--- src/rtl/noc_pkg.sv ---
// Shared NoC router definitions: flit width, requester (port) indices and
// the link arbiter state encoding.
package noc_pkg;

  localparam int PKT_W = 16;

  localparam int DIR_R     = 0;
  localparam int DIR_L     = 1;
  localparam int DIR_U     = 2;
  localparam int DIR_D     = 3;
  localparam int DIR_LOCAL = 4;

  typedef enum logic [1:0] {
    IDLE    = 2'd0,
    SEND    = 2'd1,
    RELEASE = 2'd2
  } arb_state_e;

endpackage

--- src/rtl/rr_pick.sv ---
// Combinational round-robin pick: first set request bit scanning ptr+1,
// ptr+2, ... modulo N. Shared by every router output port arbiter.
module rr_pick #(
  parameter int N     = 5,
  parameter int IDX_W = (N > 1) ? $clog2(N) : 1
) (
  input  logic [N-1:0]     req,
  input  logic [IDX_W-1:0] ptr,
  output logic [IDX_W-1:0] winner,
  output logic             any_req
);

  always_comb begin
    int idx;
    // NOTE: every output gets a default first so no path leaves it unassigned,
    // which would otherwise infer a latch.
    winner  = '0;
    any_req = |req;
    // Scan from the farthest offset down to the nearest; the last hit is the
    // closest requester after ptr, so no early exit is needed.
    for (int off = N; off >= 1; off--) begin
      idx = (int'(ptr) + off) % N;
      if (req[idx]) winner = IDX_W'(idx);
    end
  end

endmodule

--- src/rtl/noc_link_arbiter.sv ---
// Round-robin arbiter/sequencer for one outgoing torus link (req/en/ans).
// Optional per-requester delivery counters: define NOC_LINK_ARB_STATS_EN.
module noc_link_arbiter
  import noc_pkg::*;
#(
  parameter int N       = 5,
  parameter int W       = PKT_W,
  parameter int TIMEOUT = 12,
  parameter int TO_W    = 4
) (
  input  logic           clk,
  input  logic           reset,
  input  logic [N-1:0]   req_in,
  input  logic [N*W-1:0] data_in,
  output logic [N-1:0]   ans_out,
  output logic           link_req,
  output logic           link_en,
  output logic [W-1:0]   link_data,
  input  logic           link_ans,
  output logic           busy,
  output logic           timeout_err
`ifdef NOC_LINK_ARB_STATS_EN
  ,
  output logic [N*8-1:0] grant_cnt
`endif
);

  localparam int IDX_W = (N > 1) ? $clog2(N) : 1;

  arb_state_e       state;
  logic [IDX_W-1:0] ptr;
  logic [IDX_W-1:0] win;
  logic [TO_W-1:0]  cnt;
  logic [IDX_W-1:0] winner;
  logic             any_req;

  rr_pick #(.N(N), .IDX_W(IDX_W)) u_pick (
    .req     (req_in),
    .ptr     (ptr),
    .winner  (winner),
    .any_req (any_req)
  );

  assign link_en = link_req;
  assign busy    = (state != IDLE);

  // NOTE: all state below is updated with non-blocking assignments so every
  // register samples pre-edge values regardless of statement order.
  always_ff @(posedge clk or negedge reset) begin
    if (!reset) begin
      state       <= IDLE;
      ptr         <= IDX_W'(N - 1);
      win         <= '0;
      cnt         <= '0;
      link_req    <= 1'b0;
      link_data   <= '0;
      ans_out     <= '0;
      timeout_err <= 1'b0;
    end else begin
      ans_out     <= '0;
      timeout_err <= 1'b0;
      unique case (state)
        IDLE: begin
          if (any_req) begin
            win       <= winner;
            link_data <= data_in[int'(winner)*W +: W];
            cnt       <= '0;
            link_req  <= 1'b1;
            state     <= SEND;
          end
        end
        SEND: begin
          // Acceptance beats the timeout when both land on the same cycle.
          if (link_ans) begin
            ans_out   <= N'(1) << win;
            ptr       <= win;
            link_req  <= 1'b0;
            link_data <= '0;
            state     <= RELEASE;
          end else if (cnt == TO_W'(TIMEOUT - 1)) begin
            timeout_err <= 1'b1;
            ptr         <= win;
            link_req    <= 1'b0;
            link_data   <= '0;
            state       <= IDLE;
          end else begin
            cnt <= cnt + 1'b1;
          end
        end
        RELEASE: state <= IDLE;
        default: state <= IDLE;
      endcase
    end
  end

`ifdef NOC_LINK_ARB_STATS_EN
  // Counters step on the same edge that raises ans_out, saturating at 255.
  always_ff @(posedge clk or negedge reset) begin
    if (!reset) begin
      grant_cnt <= '0;
    end else if (state == SEND && link_ans &&
                 grant_cnt[int'(win)*8 +: 8] != 8'hFF) begin
      grant_cnt[int'(win)*8 +: 8] <= grant_cnt[int'(win)*8 +: 8] + 8'd1;
    end
  end
`endif

endmodule

--- config.mk ---
export PLATFORM = sky130hd
export DESIGN_NAME = noc_link_arbiter
export DESIGN_NICKNAME = d
export VERILOG_FILES = /design/src/rtl/noc_pkg.sv /design/src/rtl/rr_pick.sv /design/src/rtl/noc_link_arbiter.sv
export SDC_FILE = /design/constraint.sdc
export NUM_CORES = 1
export LEC_CHECK = 0
export BUFFER_PORTS_ARGS = -buffer_cell sky130_fd_sc_hd__buf_2
export CORE_ASPECT_RATIO = 0.75
export CORE_MARGIN = 5
export CORE_UTILIZATION = 43
export CTS_CLUSTER_DIAMETER = 100
export DETAILED_ROUTE_END_ITERATION = 7
export HOLD_SLACK_MARGIN = 0.03
export PLACE_DENSITY = 0.71
export SYNTH_ARGS = -nofsm -noshare
export SYNTH_HDL_FRONTEND = slang
export SYNTH_SLANG_ARGS = --single-unit
--- constraint.sdc ---
create_clock -name clk -period 5.4 [get_ports clk]
set_clock_uncertainty 0.05 [all_clocks]
set_input_delay 1.08 -clock clk [delete_from_list [all_inputs] [get_ports clk]]
set_output_delay 1.08 -clock clk [all_outputs]
set_load 0.05 [all_outputs]
# == Word level (Yosys, flattened, before mapping) ==
# Cells that the tools add are included.
# word_totals
ff_bits,35
output_inout_bits,25
inputBits,88
word_cells,85
# op_classes
order_cmp,5
div_mod_pow,5
n_reduce_logical,10
shift,2
n_mux,43
add_sub_neg,6
eq_ne,6
# op_table
cell,n
$lt 32x5->1 const B,5
$mod 32x4->32 const B,5
$shiftx 80x8->16,1
$mux 16,3
$pmux 16 s2,1
$mux 3,7
$mux 1,16
$bmux 1 s3,5
$mux 4,3
$mux 5,2
$add 3x2->4 const B,2
$add 3x3->4 const B,2
$pmux 4 s2,1
$mux 2,3
$ne 2x2->1 const B,3
$reduce_and 2->1,3
$reduce_bool 2->1,3
$reduce_or 5->1,1
$shl 1x3->5 const A,1
$add 3x1->4 const B,1
$add 4x1->4 const B,1
$eq 4x4->1 const B,1
$pmux 2 s2,1
$reduce_and 4->1,1
5 further kinds,5

# == Logic depth before layout (Yosys ltp) ==
# Gate-level depths: netlist (run 1).
# depth
word_depth,13
depth_mapped,26
ltp_nobuf,19

# == Hierarchy ==
# From an unflattened synthesis (run 1), not the netlist that was laid out.
# unflattened
cells_unflattened,458
area_unflattened_um2,3854.9
# by_module_without_submodules
module,area_per_inst_um2,seq_area_each_um2,cells_each,n_inst
noc_link_arbiter,2172.1,877.1,227,1
rr_pick,1682.9,0.0,231,1

# == Worst setup path before layout (run 1) ==
# No wires, ideal clock.
# synth_path
kind,reg2reg
from,register ptr[0]
to,register link_data[13]
arrival_time_ns,5.218
required_ns,5.255
n_path_buf,6
setup_ns,0.095
path_stages_with_launch,24
slack_ns,0.036
period_less_slack_ns,5.364
cell_sequence,dfrtp_1 -> buf_2 -> buf_2 -> clkbuf_1 -> clkbuf_1 -> inv_1 -> ha_1 -> xnor2_2 -> inv_2 -> ha_1 -> or3b_2 -> o22ai_1 -> or2_0 -> clkbuf_1 -> ha_1 -> mux4_2 -> o311ai_0 -> o31ai_1 -> nor2_1 -> a41oi_1 -> o21a_1 -> buf_2 -> a41oi_1 -> o31ai_1
# synth_via
elab_chain_cells,13
word_cells_on_any_way,33
cone_classes,add/sub (5); div (5); shift (1); mux (22)
# synth_lines
element,line,text
"start, declared",noc_link_arbiter.sv:31,logic [IDX_W-1:0] ptr;
"start signal, assigned",noc_link_arbiter.sv:52,ptr <= IDX_W'(N - 1);
"start signal, assigned",noc_link_arbiter.sv:76,ptr <= win;
"start signal, assigned",noc_link_arbiter.sv:82,ptr <= win;
$add 3x3->4,rr_pick.sv:22,idx = (int'(ptr) + off) % N;
$mod 32x4->32,rr_pick.sv:22,
$bmux 1 s3,rr_pick.sv:23,if (req[idx]) winner = IDX_W'(idx);
$mux 1 (implied by the code) (2 in series),rr_pick.sv:23,
$mux 3 (4 in series),rr_pick.sv:23,
$mux 3 (*),rr_pick.sv:23,
$shiftx 80x8->16 (*),noc_link_arbiter.sv:66,link_data <= data_in[int'(winner)*W +: W];
$mux 16 (*),noc_link_arbiter.sv:64,if (any_req) begin
$pmux 16 s2 (*),noc_link_arbiter.sv:62,unique case (state)
"end signal, assigned",noc_link_arbiter.sv:66,
"end, declared",noc_link_arbiter.sv:18,"output logic [W-1:0] link_data,"
# Mark *: on every way between the ends. The rest lies on a longest branch, timed or not. The select of a mux whose other input is x is not followed.
# A chain may end at the register's enable or synchronous reset.

# == Worst setup path after layout (run 1) ==
# layout_path
from,register ptr[2]
to,register link_data[1]
# Same word-level chain as after synthesis.

==> out/metrics.sh, run 1 <==
CORE_REGION_AREA_SQ_MM=0.00901
FP.DIEAREA_SQ_MM=0.0112
TOTAL_OF_BUFFERS_PLACED_ON_INPUT_AND_OUTPUT_PORTS=112
SLEW_HEADROOM_PCT=44.6
CTS_BUFFERS=5
CLOCK_INSERTION_DELAY_WORST_SKEW_NS=0.28
GRT_PASS1_WL_UM=19300
STARTPOINT_OF_THE_MOST_CRITICAL_REGISTER_TO_REGISTER_PATH='ptr[2]$_DFFE_PN1P_'
SYNTHDISTINCTLIBCELLS=83
FINAL_CRITICAL_PATH_SETUP_SLACK_NS=0.458
CHIPWIDTH_UM=121
CTS-HOLD-FIX-BUFFERS=0
FINALWEIGHTEDCONGESTION=0.886
POSTSYNTHREGISTERBITS=35
SYNTHESIS.INSTANCES=459
TIMING.HOLD.WORST_PATH_DEPTH=2
TIME_THE_FINAL_WORST_PATH_NEEDS_WITH_I_O_DELAYS_AND_SETUP_NS=4.94
HOLD_VIOL_FINAL=0
PERIOD_UTILIZATION_PCT=91.5
WORST_SETUP_PATH_START_KIND='flop'
ARRIVAL_NS=5.03
CLOCK_TREE.BUFFER_DEPTH=2
STATUS='completed'
CTS_SETUP_BUFFERS=0
FMAX_MHz=202
SYNTH-EDFF-COUNT=0
TIMING_WORST_SLEW_PIN_VALUE_NS=0.827
ROWS=30
SETUP_VIOL=0
START_UTIL_PCT=43.9
GRT_UTIL_ALL_LAYERS_PCT=20.6
CRITICAL_PATH.N_BUFFERS_INVERTERS=2
ANTENNA_FOUND_INITIAL=0
SYNTHTOLAYOUTAREAGROWTH_PCT=19.6
CRIT_FAMILY='compound AO/OA/AOI/OAI gates'
GR-TOTAL-OVERFLOW=0
TRITONCTS='done'
FINAL_NETS=672
CP_MAX_FANOUT=38
ANT_NETS=0
CLOCK_SINK_TOTAL=35
REG_AREA_SQ_UM=877
YS_SEQ_AREA_SHARE_PCT=22.2
HOLD_PATH_STARTPOINT='link_data[13]$_DFFE_PN0P_'
VIA_COUNT=4072
DIE_Y_UM=93.1
TIMING.SETUP.TNS_NS=0
MULTI_INPUT_GATE_AREA_IN_THE_FINAL_LAYOUT_SQ_MM=0.00284
DPL.HPWL_UM=9150
WORST_R2R_PATH_DEPTH=17
CTS_ROOT_BUFFER='sky130_fd_sc_hd__clkbuf_16'
GRT_PASS1_VIAS=3902
CELL_CHAIN_CRITICAL_PATH='inv_1 -> ha_1 -> o21ai_0 -> nand2_1 -> xnor2_1 -> ha_1 -> mux2_2 -> o221ai_1 -> a211oi_1 -> o211ai_1 -> o21ai_0 -> a21bo_4 -> and2_1 -> nand2_8 -> buf_4 -> mux2i_1 -> o221ai_1'
CLK_PIN_SLEW_WORST_PATHS_NS=0.06
FINAL_CELL_AREA_SQ_MM=0.00473
MAX_STAGE_DELAY_NS=0.71
TIMING.HOLD.WORST.CLASS='reg2reg'
DRC=0
DRT-INITIAL-DRC-COUNT=297
SYNTH_AREA_PER_CELL_SQ_UM=8.62
PLACEMENT.CELL_AREA_SQ_MM=0.00455
MOST_COMMON_FLOP_CELL_MAPPED_BY_YOSYS='sky130_fd_sc_hd__dfrtp_1'
DRT_FIRST_PASS_ITERS=5
SYNTH.NET_COUNT=574
VIA_PER_INST=6.08
NUMBER_OF_PINS_EXCEEDING_THEIR_MAX_SLEW_LIMIT_IN_THE_FINAL_REPORT=0
WL_PER_CELL_UM=17.9
FILLER_CELL_COUNT=840
NUM_ANTENNA_CELLS=0
REGTOREGSETUPSLACK_NS=0.46
YS.WARNINGS.COUNT=0
SYNTH_AREA_SQ_MM=0.00396
DP_SLACK_NS=0.371
FINAL_LAYOUT_SIZE_SUFFIX_GT1_SHARE_PCT=29.2
MIN_TO='link_data[13]$_DFFE_PN0P_'
YS_ASYNC_SR_FRACTION_PCT=100
HTREE_NUM_LEVELS=2
LARGEST_NET_DEGREE_AT_THE_START_OF_GLOBAL_ROUTING=39
ROUTED_WL_UM=12000
CP.DEPTH=17
WORSTREG2REGEND='link_data[1]$_DFFE_PN0P_'
RSZ0062_AT_GRT='false'
WORST_SETUP_PATH_END_KIND='flop'
WORSTSETUPPATHTYPE='reg2reg'
TOP_LEVEL_PORTS=113
CAP_VIOL_MAX_COUNT=0
SLOWEST_CP_CELL='sky130_fd_sc_hd__dfstp_2'
WORST_EP_REQUIRED_TIME_NS=5.49
[final cells by class]
cell class                 instances  area share, %
clock inverter                     2          0.740
inverter                          21           1.66
sequential                        35           18.5
timing repair buffer             121           13.3
tap                              112           2.96
multi-input combinational        373           59.9
clock buffer                       6           2.93
[worst max-delay path by stage]
stage	startpoint	endpoint	slack, ns
5_1_grt	ptr[1]$_DFFE_PN0P_	link_data[2]$_DFFE_PN0P_	0.06
4_1_cts	ptr[1]$_DFFE_PN0P_	link_data[2]$_DFFE_PN0P_	0.37
3_3_place_gp	ptr[1]$_DFFE_PN0P_	link_data[2]$_DFFE_PN0P_	0.58
6_report	ptr[2]$_DFFE_PN1P_	link_data[1]$_DFFE_PN0P_	0.46
3_5_place_dp	ptr[1]$_DFFE_PN0P_	link_data[1]$_DFFE_PN0P_	0.37
2_1_floorplan	ptr[0]$_DFFE_PN0P_	link_data[13]$_DFFE_PN0P_	0.04
[routing by layer]
| layer | vias up | share of wire, % | GRT usage (%) |
|---|---|---|---|
| li1 | 1955 | - | - |
| met1 | 1943 | 46 | 28.8 |
| met2 | 152 | 46 | 33.2 |
| met3 | 22 | 6.3 | 3.20 |
| met4 | 0 | 1.7 | 5.38 |
| met5 | - | 0 | 0 |
[tightest hold or removal path, cell delays in order (launching register included)]
cell and delay, ns:
sky130_fd_sc_hd__dfrtp_1 0.34, sky130_fd_sc_hd__nand2_1 0.05, sky130_fd_sc_hd__o31ai_1 0.06
[logic make-up after synthesis]
kind of cell             share of synthesized area (%)
AO/OA/AOI/OAI                                     31.2
AND/OR/NAND/NOR                                   19.2
buffers and inverters                             6.48
multiplexers                                      10.4
flip-flops                                        22.2
adder cells (fa/ha/maj)                           8.53
XOR/XNOR                                          1.93
[cells in the mapped netlist (6+ instances only)]
cell type                  count  area [sq um]
sky130_fd_sc_hd__nand2_1      43           161
sky130_fd_sc_hd__dfrtp_1      34           851
sky130_fd_sc_hd__mux2i_1      30           300
sky130_fd_sc_hd__ha_1         27           338
sky130_fd_sc_hd__a21oi_1      19          95.1
sky130_fd_sc_hd__nor2_1       19          71.3
sky130_fd_sc_hd__inv_1        17          63.8
sky130_fd_sc_hd__o21ai_0      16          80.1
sky130_fd_sc_hd__clkbuf_1     15          56.3
sky130_fd_sc_hd__and3_1       14          87.6
sky130_fd_sc_hd__a22oi_1      11          82.6
sky130_fd_sc_hd__nand2b_1     11          68.8
sky130_fd_sc_hd__o211ai_1     11          82.6
sky130_fd_sc_hd__o221ai_1     11          96.3
sky130_fd_sc_hd__o31ai_1      11          82.6
sky130_fd_sc_hd__and2_1        9          56.3
sky130_fd_sc_hd__a211oi_1      8          60.1
sky130_fd_sc_hd__a221oi_1      8          70.1
sky130_fd_sc_hd__a41oi_1       8          70.1
sky130_fd_sc_hd__mux2_2        8          90.1
sky130_fd_sc_hd__a21o_1        6          45.0
sky130_fd_sc_hd__buf_2         6          30.0
[registers in the layout, summed over array words and instances, names as in the netlist]
name	cells
ans_out	5
link_data	16
state	2
timeout_err	1
link_en	1
win	3
ptr	3
cnt	4
[stage by stage]
stage	hold slack (ns)	util [%]	cells
finish	0.434	52.6	670
global route	0.471	52.6	670
CTS	0.442	52.4	670
detailed placement	0.429	50.5	662
global placement	0.419	50.5	662
floorplan	0.432	-	459
[timing repair]
action,in CTS,in global routing
resized for setup,0,3
hold endpoints to repair,0,0
setup endpoints to repair,0,10
[layout by cell type, fill, tap and decap left out, types with 4 or more instances in the layout]
cell,synthesis,routed
sky130_fd_sc_hd__a211oi_1,8,8
sky130_fd_sc_hd__a21o_1,6,6
sky130_fd_sc_hd__a21oi_1,19,19
sky130_fd_sc_hd__a221oi_1,8,8
sky130_fd_sc_hd__a22oi_1,11,11
sky130_fd_sc_hd__a31oi_1,4,4
sky130_fd_sc_hd__a41oi_1,8,8
sky130_fd_sc_hd__and2_1,9,8
sky130_fd_sc_hd__and3_1,14,14
sky130_fd_sc_hd__buf_2,6,112
sky130_fd_sc_hd__buf_4,5,9
sky130_fd_sc_hd__clkbuf_16,0,5
sky130_fd_sc_hd__dfrtp_1,34,34
sky130_fd_sc_hd__ha_1,27,27
sky130_fd_sc_hd__inv_1,17,17
sky130_fd_sc_hd__mux2_2,8,8
sky130_fd_sc_hd__mux2i_1,30,30
sky130_fd_sc_hd__nand2_1,43,43
sky130_fd_sc_hd__nand2b_1,11,11
sky130_fd_sc_hd__nand3_1,5,5
sky130_fd_sc_hd__nand4_1,5,5
sky130_fd_sc_hd__nor2_1,19,19
sky130_fd_sc_hd__nor2b_1,5,5
sky130_fd_sc_hd__nor3_1,5,5
sky130_fd_sc_hd__nor4_1,4,4
sky130_fd_sc_hd__o211ai_1,11,11
sky130_fd_sc_hd__o21a_1,5,4
sky130_fd_sc_hd__o21ai_0,16,16
sky130_fd_sc_hd__o221ai_1,11,11
sky130_fd_sc_hd__o31ai_1,11,11
sky130_fd_sc_hd__or2_2,4,4
Power of run 1 is not shown: default switching activity piles up to over one toggle a cycle in this logic, so the estimate is an artifact.
==> run 2: changes to the inputs <==
--- a/config.mk
+++ b/config.mk
@@ -12,7 +12,7 @@
 export CTS_CLUSTER_DIAMETER = 100
 export DETAILED_ROUTE_END_ITERATION = 7
 export HOLD_SLACK_MARGIN = 0.03
-export PLACE_DENSITY = 0.71
+export PLACE_DENSITY = 0.68
 export SYNTH_ARGS = -nofsm -noshare
 export SYNTH_HDL_FRONTEND = slang
 export SYNTH_SLANG_ARGS = --single-unit
==> constraint.sdc (replaced) <==
create_clock -name clk -period 5 [get_ports clk]
set_clock_uncertainty 0.05 [all_clocks]
set_input_delay 1 -clock clk [delete_from_list [all_inputs] [get_ports clk]]
set_output_delay 1 -clock clk [all_outputs]
set_load 0.05 [all_outputs]
==> run 2 against run 1 <==
  * Clock-buffer cell count did not move
  * Sequential share of layout area barely moved
  * Critical path depth up 3
  * Cell count grew 0.75%
==> out/metrics.sh, run 2 (synthesis results as in run 1) <==
CORE_REGION_AREA_SQ_MM=0.00901  # unchanged
SYNTHTOLAYOUTAREAGROWTH_PCT=20.0
ROWS=30  # unchanged
FMAX_MHz=213  # +5.0%
MULTI_INPUT_GATE_AREA_IN_THE_FINAL_LAYOUT_SQ_MM=0.00285  # +0.31%
MIN_TO='link_data[11]$_DFFE_PN0P_'
ROUTED_WL_UM=11900  # -0.80%
HOLD_VIOL_FINAL=0  # unchanged
SLOWEST_CP_CELL='sky130_fd_sc_hd__or3b_2'
REGTOREGSETUPSLACK_NS=0.29  # -0.16 ns
TIME_THE_FINAL_WORST_PATH_NEEDS_WITH_I_O_DELAYS_AND_SETUP_NS=4.71  # -0.237 ns
DRC=0  # unchanged
WORST_EP_REQUIRED_TIME_NS=5.13  # -0.36 ns
STATUS='completed'
GR-TOTAL-OVERFLOW=0  # unchanged
VIA_PER_INST=6.06  # -0.35%
HTREE_NUM_LEVELS=2  # unchanged
TIMING_WORST_SLEW_PIN_VALUE_NS=0.832  # +0.00527 ns
TOP_USAGE_LAYER_GRT='met2'
GLOBALROUTEMET3UTIL_PCT=5.14  # +1.9 points
WORSTREG2REGEND='link_data[12]$_DFFE_PN0P_'
CELL_CHAIN_CRITICAL_PATH='inv_1 -> ha_2 -> xnor2_2 -> inv_2 -> ha_1 -> or3b_2 -> o22ai_1 -> or2_0 -> buf_4 -> ha_1 -> nand2b_1 -> o311ai_0 -> a31oi_1 -> nand2_1 -> o21ai_0 -> a221o_1 -> a21o_4 -> nand2_8 -> a41oi_1 -> o31ai_1'
CRIT_PATH_TOP_CELL_BY_COUNT='sky130_fd_sc_hd__ha_1'
MAX_STAGE_DELAY_NS=0.45  # -0.26 ns
TOP_LEVEL_PORTS=113  # unchanged
REGISTERS.TOP_BY_FF_COUNT='link_data'
CLOCK_SINK_TOTAL=35  # unchanged
GRTUSAGEMET2_PCT=31.6  # -1.6 points
SETUP_VIOL=0  # unchanged
CP_MAX_FANOUT=39  # +2.6%
WORST_SETUP_PATH_END_KIND='flop'
TIMING.HOLD.WORST.CLASS='reg2reg'
CRITICAL_PATH.N_BUFFERS_INVERTERS=3  # +1
CAP_VIOL_MAX_COUNT=0  # unchanged
CTS_ROOT_BUFFER='sky130_fd_sc_hd__clkbuf_16'
DRT_FIRST_PASS_ITERS=5  # unchanged
LAYOUT.CELLS.MOST_COMMON_LIST='sky130_fd_sc_hd__buf_2 (112), sky130_fd_sc_hd__nand2_1 (43), sky130_fd_sc_hd__dfrtp_1 (34)'
FINAL_COMMON_CELL='sky130_fd_sc_hd__buf_2'
VIA_COUNT=4088  # +0.39%
GLOBAL_ROUTE.USAGE.MET1_PCT=28.4  # -0.39 points
CLOCK_TREE.BUFFER_DEPTH=2  # unchanged
FINAL_NETS=677  # +0.74%
DPL.HPWL_UM=9010  # -1.6%
SLEW_HEADROOM_PCT=44.3  # -0.35 points
WORSTSETUPPATHTYPE='reg2reg'
START_UTIL_PCT=43.9  # unchanged
TOTAL_OF_BUFFERS_PLACED_ON_INPUT_AND_OUTPUT_PORTS=112  # unchanged
CTS_BUFFERS=5  # unchanged
PERIOD_UTILIZATION_PCT=94.1  # +2.6 points
GRT_PASS1_WL_UM=18900  # -2.0%
NUM_ANTENNA_CELLS=0  # unchanged
CLOCK_INSERTION_DELAY_WORST_SKEW_NS=0.28  # about the same
LARGEST_NET_DEGREE_AT_THE_START_OF_GLOBAL_ROUTING=40  # +2.6%
CELL_COUNT_AFTER_PLACEMENT=665  # +0.45%
NUMBER_OF_PINS_EXCEEDING_THEIR_MAX_SLEW_LIMIT_IN_THE_FINAL_REPORT=0  # unchanged
WORST_SETUP_PATH_START_KIND='flop'
CHIPWIDTH_UM=121  # unchanged
CLK_PIN_SLEW_WORST_PATHS_NS=0.06  # about the same
HOLD_PATH_STARTPOINT='link_data[11]$_DFFE_PN0P_'
WORST_R2R_PATH_DEPTH=20  # +3
FP.DIEAREA_SQ_MM=0.0112  # unchanged
LAYOUT_TOP_REGISTERS='link_data: 16 flops, ans_out: 5 flops, cnt: 4 flops'
WL_PER_CELL_UM=17.6  # -1.5%
FILLER_CELL_COUNT=849  # +1.1%
TIMING.HOLD.WORST_PATH_DEPTH=2  # unchanged
LARGEST_REGISTER_FF_COUNT=16  # unchanged
ARRIVAL_NS=4.83  # -0.20 ns
STARTPOINT_OF_THE_MOST_CRITICAL_REGISTER_TO_REGISTER_PATH='ptr[0]$_DFFE_PN0P_'
REG_AREA_SQ_UM=881  # +0.43%
GRT_UTIL_ALL_LAYERS_PCT=20.2  # -0.35 points
DIE_Y_UM=93.1  # unchanged
GRT_PASS1_VIAS=3841  # -1.6%
TRITONCTS='done'
FINALWEIGHTEDCONGESTION=0.910  # +2.7%
FINAL_LAYOUT_SIZE_SUFFIX_GT1_SHARE_PCT=29.8  # +0.63 points
TIMING.SETUP.TNS_NS=0  # unchanged
CRIT_FAMILY='compound AO/OA/AOI/OAI gates'
DRT-INITIAL-DRC-COUNT=524  # +76%
CTS-HOLD-FIX-BUFFERS=0  # unchanged
ANT_NETS=0  # unchanged
INSTANCES_NO_FILL=675  # +0.75%
ANTENNA_FOUND_INITIAL=0  # unchanged
run 2: changes by cell type in the layout (fill, tap and decap cells not counted), sizes merged:
cell,previous run,this run
buf,121,126
bufinv,1,0
clkinvlp,0,1
run 2: stage by stage:
step	setup WS (ns)	utilization [%]	hold WS, ns	area (sq um)
after detailed placement	0.0666	50.8	0.411	4570
after floorplan	0.0168	-	0.432	3980
after CTS	0.0435	52.3	0.423	4720
after global placement	0.149	50.8	0.406	4570
final	0.294	52.8	0.417	4750
after global routing	-0.000627	52.8	0.451	4750
run 2: timing repair:
item | in CTS | in global routing
endpoints found under the hold margin | 0 | 0
setup endpoints to repair | 0 | 17
buffers inserted | 0 | 2
gates resized for setup | 0 | 5
run 2: worst max-delay path by stage:
stage                        from                   endpoint  cells after the start
4_1_cts        ptr[2]$_DFFE_PN1P_  link_data[12]$_DFFE_PN0P_                     16
3_3_place_gp   ptr[2]$_DFFE_PN1P_   link_data[6]$_DFFE_PN0P_                     16
5_1_grt        ptr[0]$_DFFE_PN0P_   link_data[8]$_DFFE_PN0P_                     20
3_5_place_dp   ptr[2]$_DFFE_PN1P_  link_data[12]$_DFFE_PN0P_                     16
2_1_floorplan  ptr[0]$_DFFE_PN0P_  link_data[13]$_DFFE_PN0P_                     23
6_report       ptr[0]$_DFFE_PN0P_  link_data[12]$_DFFE_PN0P_                     20
run 2: layer usage:
layer  up-vias  wire (um)
met5         -          0
met2       171       5510
met4         0        119
met1      1922       5270
li1       1979          -
met3        16        984
run 2: final cells by class:
cell class,count,area share (%)
multi-input combinational,373,59.9
sequential,35,18.5
clock inverter,2,0.263
tap,112,2.95
clock buffer,6,2.71
inverter,21,1.66
timing repair buffer,126,14.0
run 2: worst min-delay path, stage by stage (launching register included):
cell and delay [ns]:
sky130_fd_sc_hd__dfrtp_1 0.33, sky130_fd_sc_hd__nand2_1 0.05, sky130_fd_sc_hd__o31ai_1 0.05
Power of run 2 is left out for the same reason.
